## src/rtl/uart_rx_os.sv

```systemverilog
// 16x-oversampling UART receiver: 8 data bits, optional odd/even parity, one stop bit.
// Each byte is reported with a one-cycle rx_done strobe. Framing and parity errors are flagged with one-cycle pulses.
module uart_rx_os #(
    parameter int CLK_FREQ = 50_000_000,
    parameter int BAUD     = 115200,
    parameter int PARITY   = 0
) (
    input  logic       clk,
    input  logic       rst,
    input  logic       rx,
    output logic [7:0] rx_data,
    output logic       rx_done,
    output logic       frame_err,
    output logic       parity_err,
    output logic       busy
);
    localparam int DIV = CLK_FREQ / (BAUD * 16);
    localparam int DW  = (DIV > 1) ? $clog2(DIV) : 1;

    typedef enum logic [2:0] {
        S_IDLE,
        S_START,
        S_DATA,
        S_PARITY,
        S_STOP,
        S_WAIT
    } state_t;

    state_t      state_reg, state_next;
    logic [DW-1:0] div_cnt_reg;
    logic        tick;
    logic        sync1_reg, rxs_reg;
    logic [3:0]  scnt_reg, scnt_next;
    logic [2:0]  bcnt_reg, bcnt_next;
    logic [7:0]  shift_reg, shift_next;
    logic        par_bad_reg, par_bad_next;
    logic [7:0]  rx_data_reg, rx_data_next;
    logic        done_reg, done_next;
    logic        ferr_reg, ferr_next;
    logic        perr_reg, perr_next;

    // Synchronizer flops preset to idle-high so reset never looks like a start bit.
    always_ff @(posedge clk) begin
        if (rst) begin
            sync1_reg <= 1'b1;
            rxs_reg   <= 1'b1;
        end else begin
            sync1_reg <= rx;
            rxs_reg   <= sync1_reg;
        end
    end

    assign tick = (div_cnt_reg == DW'(DIV - 1));

    always_ff @(posedge clk) begin
        if (rst || tick) begin
            div_cnt_reg <= '0;
        end else begin
            div_cnt_reg <= div_cnt_reg + DW'(1);
        end
    end

    always_ff @(posedge clk) begin
        if (rst) begin
            state_reg   <= S_IDLE;
            scnt_reg    <= '0;
            bcnt_reg    <= '0;
            shift_reg   <= '0;
            par_bad_reg <= 1'b0;
            rx_data_reg <= '0;
            done_reg    <= 1'b0;
            ferr_reg    <= 1'b0;
            perr_reg    <= 1'b0;
        end else begin
            state_reg   <= state_next;
            scnt_reg    <= scnt_next;
            bcnt_reg    <= bcnt_next;
            shift_reg   <= shift_next;
            par_bad_reg <= par_bad_next;
            rx_data_reg <= rx_data_next;
            done_reg    <= done_next;
            ferr_reg    <= ferr_next;
            perr_reg    <= perr_next;
        end
    end

    always_comb begin
        state_next   = state_reg;
        scnt_next    = scnt_reg;
        bcnt_next    = bcnt_reg;
        shift_next   = shift_reg;
        par_bad_next = par_bad_reg;
        rx_data_next = rx_data_reg;
        done_next    = 1'b0;
        ferr_next    = 1'b0;
        perr_next    = 1'b0;
        if (tick) begin
            scnt_next = scnt_reg + 4'd1;
            case (state_reg)
                S_IDLE: begin
                    if (!rxs_reg) begin
                        state_next   = S_START;
                        par_bad_next = 1'b0;
                    end
                end
                S_START: begin
                    // Mid start bit: a high line here was only a glitch.
                    if (scnt_reg == 4'd7) begin
                        if (!rxs_reg) begin
                            state_next = S_DATA;
                            bcnt_next  = 3'd0;
                        end else begin
                            state_next = S_IDLE;
                        end
                    end
                end
                S_DATA: begin
                    if (scnt_reg == 4'd15) begin
                        shift_next[bcnt_reg] = rxs_reg;
                        bcnt_next            = bcnt_reg + 3'd1;
                        if (bcnt_reg == 3'd7) begin
                            state_next = (PARITY != 0) ? S_PARITY : S_STOP;
                        end
                    end
                end
                S_PARITY: begin
                    if (scnt_reg == 4'd15) begin
                        par_bad_next = (PARITY == 1) ? ~(^shift_reg ^ rxs_reg)
                                                     : (^shift_reg ^ rxs_reg);
                        state_next   = S_STOP;
                    end
                end
                S_STOP: begin
                    if (scnt_reg == 4'd15) begin
                        if (rxs_reg) begin
                            rx_data_next = shift_reg;
                            done_next    = 1'b1;
                            perr_next    = par_bad_reg;
                            state_next   = S_IDLE;
                        end else begin
                            ferr_next  = 1'b1;
                            state_next = S_WAIT;
                        end
                    end
                end
                S_WAIT: begin
                    // Hold off through a break until the line returns high.
                    if (rxs_reg) begin
                        state_next = S_IDLE;
                    end
                end
                default: state_next = S_IDLE;
            endcase
            if (state_next != state_reg) begin
                scnt_next = 4'd0;
            end
        end
    end

    assign rx_data    = rx_data_reg;
    assign rx_done    = done_reg;
    assign frame_err  = ferr_reg;
    assign parity_err = perr_reg;
    assign busy       = (state_reg != S_IDLE);
endmodule

```

## config.mk

```make
export PLATFORM = sky130hd
export DESIGN_NAME = uart_rx_os
export DESIGN_NICKNAME = d
export VERILOG_FILES = /design/src/rtl/uart_rx_os.sv
export SDC_FILE = /design/constraint.sdc
export NUM_CORES = 1
export LEC_CHECK = 0
export ABC_AREA = 1
export BUFFER_PORTS_ARGS = -buffer_cell sky130_fd_sc_hd__buf_2
export CAP_MARGIN = 40
export CELL_PAD_IN_SITES_DETAIL_PLACEMENT = 1
export CELL_PAD_IN_SITES_GLOBAL_PLACEMENT = 1
export CORE_ASPECT_RATIO = 0.6
export CORE_UTILIZATION = 41
export DETAILED_ROUTE_END_ITERATION = 8
export PLACE_DENSITY_LB_ADDON = 0.08
export RECOVER_POWER = 100
export SLEW_MARGIN = 20
export SYNTH_ARGS = -nofsm -noshare
export SYNTH_HDL_FRONTEND = slang
export SYNTH_SLANG_ARGS = --single-unit
```

## constraint.sdc

```tcl
create_clock -name clk -period 2.35 [get_ports clk]
set_input_delay 0.235 -clock clk [delete_from_list [all_inputs] [get_ports clk]]
set_output_delay 0.235 -clock clk [all_outputs]
set_load 0.05 [all_outputs]
```

== Yosys cells after proc, flatten, opt, wreduce, memory -nomap -nowiden ==
Cells that the tools add are included.

* Flip-flop bits (word level): 37
* Latch bits: 0
* Memory bits (writable): 0
* Bits in read-only memories: 0
* Input bits: 3
* Output and inout bits: 12
* Word-level logic and storage cells: 71
* Memories: 0

* Add/subtract/negate cells: 3
* Multiply operators: 0
* Div/mod/pow operators: 0
* Order comparisons: 2
* Equal/unequal tests: 14
* Shift operators: 0
* Multiplexer cells: 24
* Bitwise operators: 4
* Reductions and logical operators: 12

{| class="wikitable"
|+ Operators with widths
! operator !! number
|-
| two-way mux 3 bit || 12
|-
| one-hot mux 3 bit (6 select lines) || 1
|-
| equality test 3 bit, second input constant || 3
|-
| bitwise mux 8 bit || 1
|-
| inequality test 2 bit, second input constant || 4
|-
| XOR reduction 8 bit || 1
|-
| equality test 3 x 2 -> 1 bit, second input constant || 2
|-
| one-hot mux 3 bit (2 select lines) || 1
|-
| AND reduction 3 bit || 2
|-
| adder 5 x 1 -> 5 bit, second input constant || 1
|-
| equality test 5 bit, second input constant || 1
|-
| two-way mux 1 bit || 5
|-
| AND reduction 5 bit || 1
|-
| adder 4 x 1 -> 4 bit, second input constant || 1
|-
| equality test 4 x 3 -> 1 bit, second input constant || 1
|-
| equality test 4 bit, second input constant || 1
|-
| < comparator 3 x 4 -> 1 bit, second input constant || 1
|-
| two-way mux 4 bit || 1
|-
| AND reduction 4 bit || 1
|-
| nonzero test 2 bit || 2
|-
| OR reduction 4 bit || 1
|-
| adder 3 x 1 -> 3 bit, second input constant || 1
|-
| demux 1 bit (select 3 bit) || 1
|-
| equality test 3 x 1 -> 1 bit, second input constant || 1
|-
| other kinds (10) || 12
|}

== Depth between registers and ports, before layout ==
Gate-level depths: netlist of run 1.

* Depth after elaboration: 7
* Depth in mapped cells: 11
* Depth with buffers taken out: 11

== Worst setup path before layout of run 1 ==
No wires, ideal clock.

* Path type: register to register
* Start: register state_reg[1]
* End: register scnt_reg[3]
* Data arrival time: 1.369 ns
* Required time: 2.280 ns
* Setup slack: 0.912 ns
* Stages on the path, launching flop included: 9
* Period minus slack after synthesis: 1.438 ns
* Path through: dfxtp_1 > inv_2 > nand2_1 > nand2_1 > nand2_1 > o21ai_1 > nor2_1 > nand2_1 > a21oi_1

* Cells in the longest elaborated chain, start to end: 6
* Elaborated cells on any way between the ends: 17

{| class="wikitable"
|+ RTL lines
! element !! line !! source
|-
| start: declaration || 29 || <nowiki>state_t state_reg, state_next;</nowiki>
|-
| start signal: assignment || 75 || <nowiki>state_reg <= state_next;</nowiki>
|-
| two-way mux 3 bit || 121 || <nowiki>if (bcnt_reg == 3'd7) begin</nowiki>
|-
| two-way mux 3 bit || 118 || <nowiki>if (scnt_reg == 4'd15) begin</nowiki>
|-
| one-hot mux 3 bit (6 select lines) || 99 || <nowiki>case (state_reg)</nowiki>
|-
| two-way mux 3 bit || 97 || <nowiki>if (tick) begin</nowiki>
|-
| inequality test 3 bit (*) || 154 || <nowiki>if (state_next != state_reg) begin</nowiki>
|-
| two-way mux 4 bit (*) || 154 ||
|-
| end signal: assignment || 76 || <nowiki>scnt_reg <= scnt_next;</nowiki>
|-
| end: declaration || 33 || <nowiki>logic [3:0] scnt_reg, scnt_next;</nowiki>
|}

Mark *: on every way between the ends. The rest lies on a longest branch, timed or not. The select of a mux whose other input is x is not followed.
A chain may end at the register's enable or synchronous reset.

== Worst setup path in the final report of run 1 ==
* Start: register div_cnt_reg[0]
* End: register shift_reg[5]

* Cells in the longest elaborated chain, start to end: 2

{| class="wikitable"
|+ RTL lines
! element !! line !! source
|-
| start: declaration || 30 || <nowiki>logic [DW-1:0] div_cnt_reg;</nowiki>
|-
| start signal: assignment || 59 || <nowiki>div_cnt_reg <= div_cnt_reg + DW'(1);</nowiki>
|-
| equality test 5 bit || 53 || <nowiki>assign tick = (div_cnt_reg == DW'(DIV - 1));</nowiki>
|-
| AND reduction 3 bit (no source line) || n/a ||
|-
| end signal: assignment || 78 || <nowiki>shift_reg <= shift_next;</nowiki>
|-
| end: declaration || 35 || <nowiki>logic [7:0] shift_reg, shift_next;</nowiki>
|}

No other way between the ends.

==> results of run 1 <==
[layout make-up]
cell class	instances	area share
timing repair buffer	15	0.0305
multi-input combinational	187	0.443
inverter	39	0.0728
tap	60	0.0373
sequential	37	0.368
clock inverter	2	0.00685
clock buffer	6	0.0411
[report_power, final]
group / internal, µW / switching [µW]
clock: 238 / 232
sequential: 632 / 4.60
combinational: 12.7 / 26.3
total: 883 / 263
[kinds of logic after synthesis]
group / Yosys count / share of synthesized area
adder cells (fa/ha/maj): 5 / 0.0343
flip-flops: 37 / 0.406
AND/OR/NAND/NOR: 126 / 0.303
AO/OA/AOI/OAI: 51 / 0.144
XOR/XNOR: 5 / 0.0240
buffers and inverters: 43 / 0.0891
[routing by layer]
metal  vias to the layer above  part of all wire  global-route usage  wire [µm]
met5                         -                 0                   0          0
met2                        18              0.38               0.295       1740
met1                       773              0.58               0.321       2650
li1                        887                 -                   -          -
met3                         5             0.032              0.0567        146
met4                         0            0.0068              0.0403         31
[per-stage QoR]
step                      instances  hold WS (ns)  worst slack, ns
after global routing            346         0.129            0.242
after global placement          338         0.393            0.616
after CTS                       346         0.122            0.518
after floorplan                 267         0.339            0.912
final                           346         0.130            0.466
after detailed placement        338         0.403            0.514
[worst max-delay path by stage]
stage / start / to / slack, ns / cells after the start
5_1_grt: div_cnt_reg[0] / rx_data[7] / 0.24 / 9
6_report: div_cnt_reg[0] / shift_reg[5] / 0.47 / 11
3_5_place_dp: div_cnt_reg[0] / rx_data[7] / 0.51 / 9
4_1_cts: div_cnt_reg[0] / rx_data[7] / 0.52 / 9
2_1_floorplan: state_reg[1] / scnt_reg[3] / 0.91 / 8
3_3_place_gp: div_cnt_reg[0] / rx_data[7] / 0.62 / 9
[synthesized netlist by cell type, types with 5 or more instances]
cell	instances	area, µm²
sky130_fd_sc_hd__inv_2	5	18.8
sky130_fd_sc_hd__ha_1	5	62.6
sky130_fd_sc_hd__nand2_1	64	240
sky130_fd_sc_hd__nand3_1	16	80.1
sky130_fd_sc_hd__inv_1	34	128
sky130_fd_sc_hd__o21ai_1	6	30.0
sky130_fd_sc_hd__nor2_2	5	31.3
sky130_fd_sc_hd__nor2_1	30	113
sky130_fd_sc_hd__o21ai_0	20	100
sky130_fd_sc_hd__a21oi_1	21	105
sky130_fd_sc_hd__dfxtp_1	37	741
==> impl.org, run 1 <==
** Final layout
- The repair_antennas step left the layout with diodes totalling 0.
- Most frequent cells in the layout :: sky130_fd_sc_hd__nand2_1, sky130_fd_sc_hd__dfxtp_1, sky130_fd_sc_hd__inv_1
- Layout net count :: 293
- Storage cell area :: 741 µm²
- Number of fillers in the final layout :: 592
- Most common cell after layout, fill and taps aside :: sky130_fd_sc_hd__nand2_1
- Area growth from synthesis to layout :: 10.1%
- Finished Core Util :: 0.480
- Summing all multi-input logic gate instances after layout gives 891 µm².
- Fraction of layout cells with a size suffix above 1 :: 0.0699
- Post-Layout Inst Area :: 2010 µm²

** Setup path
- In this run the critical register-to-register path is launched from div_cnt_reg[0].
- Setup slack on the worst reg-to-reg path comes out at 0.47 ns.
- Walking the worst path, the cells encountered are inv_1, ha_1, inv_1, nor2_1, nand3_1, inv_1, nand2_1, nor2_1, nand2_1, o21ai_0, a21oi_1.
- Most frequent CP cell :: sky130_fd_sc_hd__inv_1
- Critical path's top delay family :: simple AND/OR/NAND/NOR gates
- The worst setup path is launched from a register.
- Buffers plus inverters on the worst setup path :: 3
- Endpoint of the worst register-to-register path :: shift_reg[5]
- Slowest stage delay, CP :: 0.34 ns
- Kind of critical path :: reg2reg
- Among all stages on the critical path, the largest delay is contributed by sky130_fd_sc_hd__dfxtp_1.
- Data arrives at the worst endpoint at 2.06 ns.
- Required time of the critical path :: 2.53 ns
- Of all nets on the critical path, the largest fanout is 7.
- Critical Path End Type :: register
- For the worst flop-to-flop path, the logic depth is 11.

** Clock tree
- The clock tree synthesis step divided the H-tree into 2 levels.
- The tree is rooted in a sky130_fd_sc_hd__clkbuf_8.
- TritonCTS built the clock tree.
- Count of hold-fix buffers inserted at cts :: 0
- Num Clock Sinks :: 37
- Clock-pin slew was measured on the worst setup and hold paths at 0.08 ns.
- Clock latency on the worst-skew pair :: 0.29 ns
- Cts bufs inserted :: 5
- Gates resized during post-CTS repair numbered 0.
- Counting along the longest clock path gives a buffer depth of 2.
- Buffers added to address setup during post-CTS repair amount to 0.

** Floorplanning
- Die Outline Area :: 4730 µm²
- The die is 88.1 µm wide.
- The initial utilization of the core area, before any placement, comes to 0.436.
- Core Footprint :: 4190 µm²
- 15 I/O pins were placed.
- After floorplanning, the core was divided into 18 placement rows.
- The die is 53.7 µm tall.

** Timing
- On the final layout, the worst clock skew is 0.00575 ns.
- The count of pins over their slew limit is 0.
- At the pin with the least slew margin, the transition time is 0.611 ns.
- TNS Setup :: 0 ns
- The final count of hold timing violations came to 0.
- Headroom to the max-slew limit came out at 0.594.
- Setup repair after global routing missed its margin :: false
- Timing would allow up to 531 MHz.
- Crit path time final :: 1.88 ns
- In the finished design, the share of the clock period the worst path needs comes to 0.802.
- Number of failing setup endpoints in the final timing report :: 0

** Power and ir drop
- Leakage power :: 0.000852 µW
- PwrDens :: 570 nW/µm²
- Power comes to 1150 µW.
- IR analysis of the VDD net gives a maximum drop of 0.000275 V.

** Synthesis
- The share of the Yosys chip area taken by registers is 0.406.
- The most used flip-flop cell after synthesis is sky130_fd_sc_hd__dfxtp_1.
- Synth Net Count :: 275
- Synthesis warning total :: 0
- Flip-flop and latch count after synthesis :: 37
- Total standard cell area after synthesis :: 1830 µm²
- In the synthesized netlist, the number of instances is 267.
- Yosys cell types :: 25
- Yosys mapped a number of flops with a built-in enable equal to 0.
- Syn avg cell area :: 6.84 µm²
- After synthesis, the share of flip-flops with an asynchronous set or reset is 0.

** Placed design
- Placed instance area :: 1960 µm²
- In this run the tool buffered the top-level ports with 14 buffer cells.
- DP Wirelength :: 3520 µm
- Weighted congestion at the end of routability-driven global placement :: 0.805

** Min path
- Start point of the worst hold path :: rx
- The min-delay analysis places its worst path in the category in2reg.
- For hold timing, the worst endpoint is sync1_reg.
- Instance count along the most critical hold path :: 2

** Detailed routing
- DR DRC count :: 0
- Summed over all layers, the routed wires come to 4570 µm.
- Detailed-route wire length per cell :: 13.2 µm
- Vias per std cell :: 4.86
- DRC marker count from the first detailed-route iteration :: 70
- Post-DRT Antenna Nets :: 0
- Summing over every cut layer, the via total after detailed routing is 1683.
- Total iterations of the first detailed-routing run :: 4

** GRT
- The via count of the first global-routing pass is 1517.
- The number of antenna violations at the first check in global routing is 0.
- Largest net degree at the start of global routing :: 19
- First-pass GRT wire length :: 7420 µm
- Summed over all layers, the global routing overflow is 0.
- Global-route usage over all layers :: 0.211

** Outcome
- Outcome :: complete, no violations

** Run
- Max capacitance violation total :: 0
No activity file was read; power rests on OpenSTA's default activity.
==> run 2: changes to the inputs <==
- ABC_AREA: 1 -> 0
- clock period: 2.35 -> 1.8 ns (I/O delays scaled with it)
==> run 2 against run 1 <==
  * Worst hold slack worse by 0.049 ns
  * Register-to-register slack worse by 0.41 ns
  * Utilization increased by 7.0 points
  * Synthesized cell count down 24%
  * Clock power grew 60%
==> impl.org, run 2 <==
** Clock tree
- The clock-pin slew on the worst setup and hold paths is 0.08 ns (about the same).
- The maximum level of the CTS H-tree is 2 (unchanged).
- The clock tree root driver cell is sky130_fd_sc_hd__clkbuf_8 (unchanged).
- The maximum buffer depth of the clock tree came to 2 (unchanged).
- The clock tree from TritonCTS was built (unchanged).
- Cts bufs inserted :: 5 (unchanged)
- The clock network latency to the later pin of the worst-skew pair came to 0.28 ns (was 0.29 ns).
- Num Clock Sinks :: 37 (unchanged)

** Setup path
- Slowest stage delay, CP :: 0.47 ns (was 0.34 ns)
- The arrival time at the worst endpoint is 1.90 ns (was 2.06 ns).
- The endpoint type of the worst setup path is a register (unchanged).
- The data required time at the worst endpoint came to 1.95 ns (was 2.53 ns).
- The classification of the worst setup path is reg2reg (unchanged).
- Critical path fanouts, max :: 8 (was 7)
- The family of cells with the greatest summed delay on the critical path was simple AND/OR/NAND/NOR gates (unchanged).
- Slowest-stage cell, CP :: sky130_fd_sc_hd__or3b_1 (was sky130_fd_sc_hd__dfxtp_1)
- Buffers plus inverters on the worst setup path :: 0 (was 3)
- The type of origin of the critical path is a register (unchanged).
- CP cell instances :: or3b_1, nor4_4, nand3b_1, mux2i_1, nor2_1 (was inv_1, ha_1, inv_1, nor2_1, nand3_1, inv_1, nand2_1, nor2_1, nand2_1, o21ai_0, a21oi_1)

** Synthesis
- The mux share of post-synthesis cell area is 0.0814 (was 0).
- Async set-reset flop share out of synthesis :: 0 (unchanged)
- Simple-gate portion of the synthesized area :: 0.273 (was 0.303)
- The fraction of the mapped netlist area in compound gates was 0.115 (was 0.144).
- Post-synthesis share of cell area spent on full adders, half adders and majority gates :: 0.0339 (was 0.0343)
- The leading area contributor after synthesis is sky130_fd_sc_hd__dfxtp_1 (unchanged).
- The sequential fraction of the synthesis area came to 0.402 (was 0.406).
- The fraction of synthesized cell area taken by the top area cell type was 0.402 (was 0.406).
- The cell area after synthesis came to 1840 µm² (was 1830 µm²).
- The number of library cell types mapped by synthesis came to 46 (was 25).
- Syn avg cell area :: 9.09 µm² (was 6.84 µm²)
- The cell with the most instances after synthesis is sky130_fd_sc_hd__dfxtp_1 (was sky130_fd_sc_hd__nand2_1).
- Synth Net Count :: 211 (was 275)
- Synthesized-area fraction occupied by xor and xnor cells :: 0.0475 (was 0.0240)
- The number of cells produced by synthesis is 203 (was 267).
- Post-synth EDFFs :: 0 (unchanged)
- Synth top cells by count: sky130_fd_sc_hd__dfxtp_1, sky130_fd_sc_hd__nor2_1, sky130_fd_sc_hd__mux2i_1 (was sky130_fd_sc_hd__nand2_1, sky130_fd_sc_hd__dfxtp_1, sky130_fd_sc_hd__inv_1).
- The flop and latch count out of synthesis is 37 (unchanged).
- The total of warnings raised by yosys is 0 (unchanged).
- Leading cell types by total area after synthesis :: sky130_fd_sc_hd__dfxtp_1, sky130_fd_sc_hd__mux2i_1, sky130_fd_sc_hd__nor2_1 (was sky130_fd_sc_hd__dfxtp_1, sky130_fd_sc_hd__nand2_1, sky130_fd_sc_hd__inv_1)
- Most common flop cell mapped by yosys :: sky130_fd_sc_hd__dfxtp_1 (unchanged)
- The dominant combinational cell family by area after synthesis is simple AND/OR/NAND/NOR gates (unchanged).

** Detailed routing
- The aggregate routed wire length came to 4910 µm (was 4570 µm).
- The initial DRC count came to 91 (was 70).
- The mean routed wirelength per cell came to 16.7 µm (was 13.2 µm).
- DR DRC count :: 0 (unchanged)
- Total iterations of the first detailed-routing run :: 4 (unchanged)
- Post-DRT Antenna Nets :: 0 (unchanged)
- Vias per std cell :: 5.35 (was 4.86)
- DR vias :: 1572 (was 1683)

** Timing
- Number of failing setup endpoints in the final timing report :: 0 (unchanged)
- The slew at the pin closest to its max-slew limit was 0.592 ns (was 0.611 ns).
- The highest achievable clock rate came to 573 MHz (was 531 MHz).
- Final-report hold violation count :: 0 (unchanged)
- The final cycle utilization of the critical path is 0.970 (was 0.802).
- Setup repair after global routing missed its margin :: true (was false)
- Crit path time final :: 1.75 ns (was 1.88 ns)
- The final setup skew was 0.00785 ns (was 0.00575 ns).
- Slew headroom :: 0.605 (was 0.594)
- The count of pins over their slew limit is 0 (unchanged).

** Final layout
- Layout net count :: 241 (was 293)
- The layout-stage area growth over the synthesis result was 25.6% (was 10.1%).
- The ratio of cells with drive above 1 in the final layout came to 0.312 (was 0.0699).
- The number of antenna repair diodes is 0 (unchanged).
- The summed area of non-filler cells in the final layout came to 2320 µm² (was 2010 µm²).
- Finished Core Util :: 0.550 (was 0.480)
- The most common cell after layout, fill and taps aside was sky130_fd_sc_hd__nor2_1 (was sky130_fd_sc_hd__nand2_1).
- The number of fillers in the final layout is 499 (was 592).
- Most frequent cells in the layout :: sky130_fd_sc_hd__nor2_1, sky130_fd_sc_hd__dfxtp_1, sky130_fd_sc_hd__buf_4 (was sky130_fd_sc_hd__nand2_1, sky130_fd_sc_hd__dfxtp_1, sky130_fd_sc_hd__inv_1)

** Floorplanning
- The height of the chip is 54.0 µm (was 53.7 µm).
- The number of top-level pins is 15 (unchanged).
- The area of the die is 4780 µm² (was 4730 µm²).
- The die span in x was 88.6 µm (was 88.1 µm).
- The core area came to 4210 µm² (was 4190 µm²).
- Effective utilization at floorplan :: 0.438 (was 0.436)
- Number of core rows :: 18 (unchanged)

** GRT
- The remaining global-route overflow was 0 (unchanged).
- Global-route usage over all layers :: 0.218 (was 0.211)
- Most used routing layer in global routing :: met2 (was met1)
- GR met2 Demand/Resource :: 0.329 (was 0.295)
- The number of antenna violations at the first check in global routing was 0 (unchanged).
- Vias in the first global route :: 1482 (was 1517)
- The largest net degree at the start of global routing is 32 (was 19).
- The routing usage on met3 was 0.0537 (was 0.0567).
- First-pass GRT wire length :: 7560 µm (was 7420 µm)
- Met1 routing resource usage after global routing :: 0.313 (was 0.321)

** Run
- The max-cap check violation count came to 0 (unchanged).

** Power and ir drop
- VDD IR max :: 0.000454 V (was 0.000275 V)
- Leakage power :: 0.000941 µW (was 0.000852 µW)
- PwrDens :: 710 nW/µm² (was 570 nW/µm²)

** Outcome
- Outcome :: complete, no violations (unchanged)

** Placed design
- Count of buffers from port buffering :: 14 (unchanged)
- The area of placed instances is 2070 µm² (was 1960 µm²).
- The final weighted congestion in routability-driven placement was 0.845 (was 0.805).
- The half-perimeter wire length after detailed placement is 3470 µm (was 3520 µm).

** Min path
- Worst Hold Class :: in2reg (unchanged)
run 2: changes by cell type after synthesis, moves of 6 or more:
cell,delta
sky130_fd_sc_hd__xnor2_1,+6
sky130_fd_sc_hd__o21ai_0,-12
sky130_fd_sc_hd__nand2_1,-53
sky130_fd_sc_hd__nand3_1,-9
sky130_fd_sc_hd__o21ai_1,-6
sky130_fd_sc_hd__inv_1,-28
sky130_fd_sc_hd__mux2i_1,+15
sky130_fd_sc_hd__a21oi_1,-13
run 2: layout make-up:
class / instances / area [µm²] / share of cell area
Clock buffer: 6 / 82.6 / 0.0356
Clock inverter: 2 / 37.5 / 0.0162
Inverter: 6 / 22.5 / 0.00972
Multi-Input combinational cell: 147 / 1110 / 0.478
Sequential cell: 37 / 752 / 0.325
Tap cell: 60 / 75.1 / 0.0324
Timing Repair Buffer: 36 / 239 / 0.103
run 2: final timing paths:
| kind | startpoint | endpoint | slack, ns | cells past startpoint |
|---|---|---|---|---|
| setup reg to reg | state_reg[2] | shift_reg[4] | 0.05 | 5 |
| setup / recovery | state_reg[2] | shift_reg[4] | 0.05 | 5 |
| hold / removal | rx | sync1_reg | 0.08 | 2 |
| hold reg to reg | sync1_reg | rxs_reg | 0.43 | 1 |
run 2: layer usage:
layer | wire (µm) | share of wire
met1 | 2530 | 0.52
met2 | 2120 | 0.43
met3 | 228 | 0.046
met4 | 31 | 0.0063
met5 | 0 | 0
run 2: repair_timing:
item                                    in CTS  in global routing
endpoints found under the setup margin       7                 26
resized for setup                            4                 24
pin swaps                                    1                  9
setup buffers                                0                  3
endpoints found under the hold margin        0                  0
cloned                                       0                  0
hold buffers                                 0                  0
run 2: stage by stage:
step	power (µW)	worst slack (ns)	hold WS (ns)	instances	setup TNS, ns
after floorplan	883	0.0976	0.284	203	0
after global placement	899	0.0475	0.365	283	0
after detailed placement	903	-0.0755	0.372	283	-0.282
after CTS	1660	-0.00141	0.0749	291	-0.00237
after global routing	1720	-0.0454	0.0721	294	-0.0948
final	1650	0.0544	0.0809	294	0
run 2: kinds of logic (layout without fill, tap and decap cells):
group	after synthesis	count (layout)
AND/OR/NAND/NOR	87	87
multiplexers	15	15
adder cells (fa/ha/maj)	5	5
XOR/XNOR	10	10
AO/OA/AOI/OAI	30	30
buffers and inverters	19	50
flip-flops	37	37
run 2: where the power goes:
part / total [µW] / switching [µW] / internal, µW
logic: 57.0 / 34.3 / 22.8
registers: 835 / 8.48 / 826
clock network: 754 / 303 / 451
total: 1650 / 346 / 1300
==> run 3: changes to the inputs <==
- clock period: 1.8 -> 1.9 ns (I/O delays scaled with it)
==> run 3 against run 2 <==
  * Largest cell class unchanged
  * Power fell by 15%
  * Global-route usage fell by 0.80 points
  * Routed wire length fell by 7.5%
  * Sequential share of layout area rose by 1.9 points
  * Via count fell by 0.25%
  * Highest routed layer unchanged
  * Register-to-register slack got worse by 0.02 ns
  * Critical endpoint is now bcnt_reg[0]
  * Clock power fell by 26%
  * Fmax fell by 6.4%
  * Worst hold slack improved by 0.012 ns
  * Critical path type unchanged
  * Die area did not move
==> impl.org, run 3 (same netlist as run 2, synthesis figures left out) <==
** Detailed routing
- The via density per instance is 5.37 (was 5.35).
- DR DRC count :: 0 (unchanged)
- The total number of vias is 1568 (was 1572).
- The aggregate routed wire length was 4540 µm (was 4910 µm).
- Post-DRT Antenna Nets :: 0 (unchanged)
- The number of detailed-route iterations in the first pass is 4 (unchanged).
- DRC marker count from the first detailed-route iteration :: 129 (was 91)
- Detailed-route wire length per cell :: 15.5 µm (was 16.7 µm)

** Clock tree
- H-tree depth :: 2 (unchanged)
- The clock network latency to the later pin of the worst-skew pair came to 0.29 ns (was 0.28 ns).
- The clock tree from TritonCTS is built (unchanged).
- The clock tree root driver cell is sky130_fd_sc_hd__clkbuf_8 (unchanged).
- Count of hold-fix buffers inserted at cts :: 0 (unchanged)
- Num Clock Sinks :: 37 (unchanged)
- The number of buffers added by the clock tree synthesis step was 5 (unchanged).
- The maximum buffer depth of the clock tree was 2 (unchanged).
- CTS clk-pin slew, worst paths :: 0.08 ns (about the same)

** Setup path
- Buffers plus inverters on the worst setup path :: 3 (was 0)
- The delay contributed by the slowest stage of the critical path came to 0.33 ns (was 0.47 ns).
- Required time of the critical path :: 2.08 ns (was 1.95 ns)
- CP cell instances :: inv_1, ha_2, nand4b_1, buf_6, buf_4, nor3_1, and2b_1, mux2i_1, nor2_1 (was or3b_1, nor4_4, nand3b_1, mux2i_1, nor2_1)
- The endpoint type of the worst setup path is a register (unchanged).
- The type of origin of the critical path is a register (unchanged).
- The arrival time at the worst endpoint was 2.05 ns (was 1.90 ns).
- The critical path's slowest cell is sky130_fd_sc_hd__dfxtp_2 (was sky130_fd_sc_hd__or3b_1).
- The maximum net fanout on the critical path came to 5 (was 8).
- The family of cells with the greatest summed delay on the critical path was simple AND/OR/NAND/NOR gates (unchanged).
- Kind of critical path :: reg2reg (unchanged)

** Timing
- Transition time at the pin with the least slew margin :: 0.598 ns (was 0.592 ns)
- Final-report hold violation count :: 0 (unchanged)
- Number of failing setup endpoints in the final timing report :: 0 (unchanged)
- The worst slew margin relative to its limit came to 0.603 (was 0.605).
- The final cycle utilization of the critical path was 0.981 (was 0.970).
- Post-Route Skew :: 0.0112 ns (was 0.00785 ns)
- TNS Setup :: 0 ns (unchanged)
- Maximum achievable frequency :: 536 MHz (was 573 MHz)
- The worst-case setup margin in the final layout is 0.0356 ns (was 0.0544 ns).
- Crit path time final :: 1.86 ns (was 1.75 ns)
- The final hold slack is 0.0930 ns (was 0.0809 ns).
- The count of pins over their slew limit is 0 (unchanged).

** Placed design
- Count of buffers from port buffering :: 14 (unchanged)
- Instance count after placement with tap cells included :: 282 (was 283)
- DP Wirelength :: 3350 µm (was 3470 µm)
- The final weighted congestion in routability-driven placement came to 0.892 (was 0.845).
- The worst setup slack after placement came to 0.0854 ns (was -0.0755 ns).
- Placed instance area :: 2060 µm² (was 2070 µm²)

** GRT
- The remaining global-route overflow came to 0 (unchanged).
- Largest net degree at the start of global routing :: 21 (was 32)
- The number of antenna violations at the first check in global routing was 0 (unchanged).
- Vias in the first global route :: 1432 (was 1482)
- The global-route wire length before repair came to 7340 µm (was 7560 µm).
- Global-route usage over all layers :: 0.210 (was 0.218)

** Floorplanning
- The height of the chip is 54.0 µm (unchanged).
- Die Outline Area :: 4780 µm² (unchanged)
- Core Footprint :: 4210 µm² (unchanged)
- The number of top-level pins is 15 (unchanged).
- The number of placement rows came to 18 (unchanged).
- The initial cell density of the core came to 0.438 (unchanged).
- Chip Width :: 88.6 µm (unchanged)

** Final layout
- Number of fillers in the final layout :: 508 (was 499)
- Storage cell area :: 744 µm² (was 752 µm²)
- Post-Layout Inst Area :: 2170 µm² (was 2320 µm²)
- The most common cell after layout, fill and taps aside is sky130_fd_sc_hd__dfxtp_1 (was sky130_fd_sc_hd__nor2_1).
- Most frequent cells in the layout: sky130_fd_sc_hd__dfxtp_1, sky130_fd_sc_hd__nor2_1, sky130_fd_sc_hd__buf_4 (was sky130_fd_sc_hd__nor2_1, sky130_fd_sc_hd__dfxtp_1, sky130_fd_sc_hd__buf_4).
- Post-route insts no fill :: 292 (was 294)
- Area growth from synthesis to layout :: 17.5% (was 25.6%)
- The number of antenna repair diodes came to 0 (unchanged).
- Area used by multi-input combinational logic :: 1020 µm² (was 1110 µm²)
- Layout net count :: 240 (was 241)
- Fraction of layout cells with a size suffix above 1 :: 0.198 (was 0.312)

** Min path
- Worst Hold Class :: in2reg (unchanged)

** Power and ir drop
- The static power due to leakage is 0.000835 µW (was 0.000941 µW).
- The maximum vdd drop came to 0.000423 V (was 0.000454 V).
- PwrDens :: 645 nW/µm² (was 710 nW/µm²)

** Outcome
- Outcome :: complete, no violations (unchanged)

** Run
- Max capacitance violation total :: 0 (unchanged)
==> run 3: changes by cell type in the layout (fill, tap and decap cells not counted), sizes merged <==
cell and change:
clkbuf +13, clkinvlp -1, buf -13, bufinv -1
==> run 3: where the power goes <==
part	total, µW	leakage [µW]	switching (µW)	internal, µW
logic	45.6	0.000490	28.9	16.7
registers	790	0.000300	7.09	783
clock network	561	0.0000443	273	288
total	1400	0.000835	309	1090
==> run 3: worst reg2reg max path, cell delays in order, from the launching register on <==
cell                       delay (ns)
sky130_fd_sc_hd__dfxtp_2         0.33
sky130_fd_sc_hd__inv_1           0.06
sky130_fd_sc_hd__ha_2            0.18
sky130_fd_sc_hd__nand4b_1        0.12
sky130_fd_sc_hd__buf_6           0.16
sky130_fd_sc_hd__buf_4           0.13
sky130_fd_sc_hd__nor3_1          0.27
sky130_fd_sc_hd__and2b_1         0.27
sky130_fd_sc_hd__mux2i_1         0.20
sky130_fd_sc_hd__nor2_1          0.05
==> run 3: layout make-up <==
cell class              instances  area share
inverters                       6      0.0104
clock buffers                   7      0.0398
repair buffers                 35      0.0987
multi-input cells             147       0.473
well taps                      60      0.0346
flip-flops and latches         37       0.344
==> run 3: path summary, 6_finish.rpt <==
kind	from	slack (ns)	end	depth (start not counted)
hold reg to reg	div_cnt_reg[0]	0.42	div_cnt_reg[0]	1
setup / recovery	div_cnt_reg[0]	0.04	bcnt_reg[0]	9
setup reg to reg	div_cnt_reg[0]	0.04	bcnt_reg[0]	9
hold / removal	rx	0.09	sync1_reg	2
==> run 3: through the flow <==
step | utilization | total power (µW)
6_report | 0.515 | 1400
5_1_grt | 0.515 | 1460
4_1_cts | 0.510 | 1410
3_5_place_dp | 0.489 | 852
3_3_place_gp | 0.489 | 849
2_1_floorplan | - | 837
==> run 3: metal layers <==
metal | wire, µm | part of all wire | vias up | global-route usage
met5 | 0 | 0 | - | 0
met4 | 41 | 0.0090 | 0 | 0.0565
met3 | 208 | 0.046 | 5 | 0.0583
met2 | 1910 | 0.42 | 28 | 0.300
met1 | 2370 | 0.52 | 762 | 0.308
li1 | - | - | 773 | -
==> run 3: repair_timing <==
item | 4_1_cts | 5_1_grt
gates resized for setup | 0 | 7
hold endpoints to repair | 0 | 0
endpoints found under the setup margin | 0 | 16
buffers inserted | 0 | 3
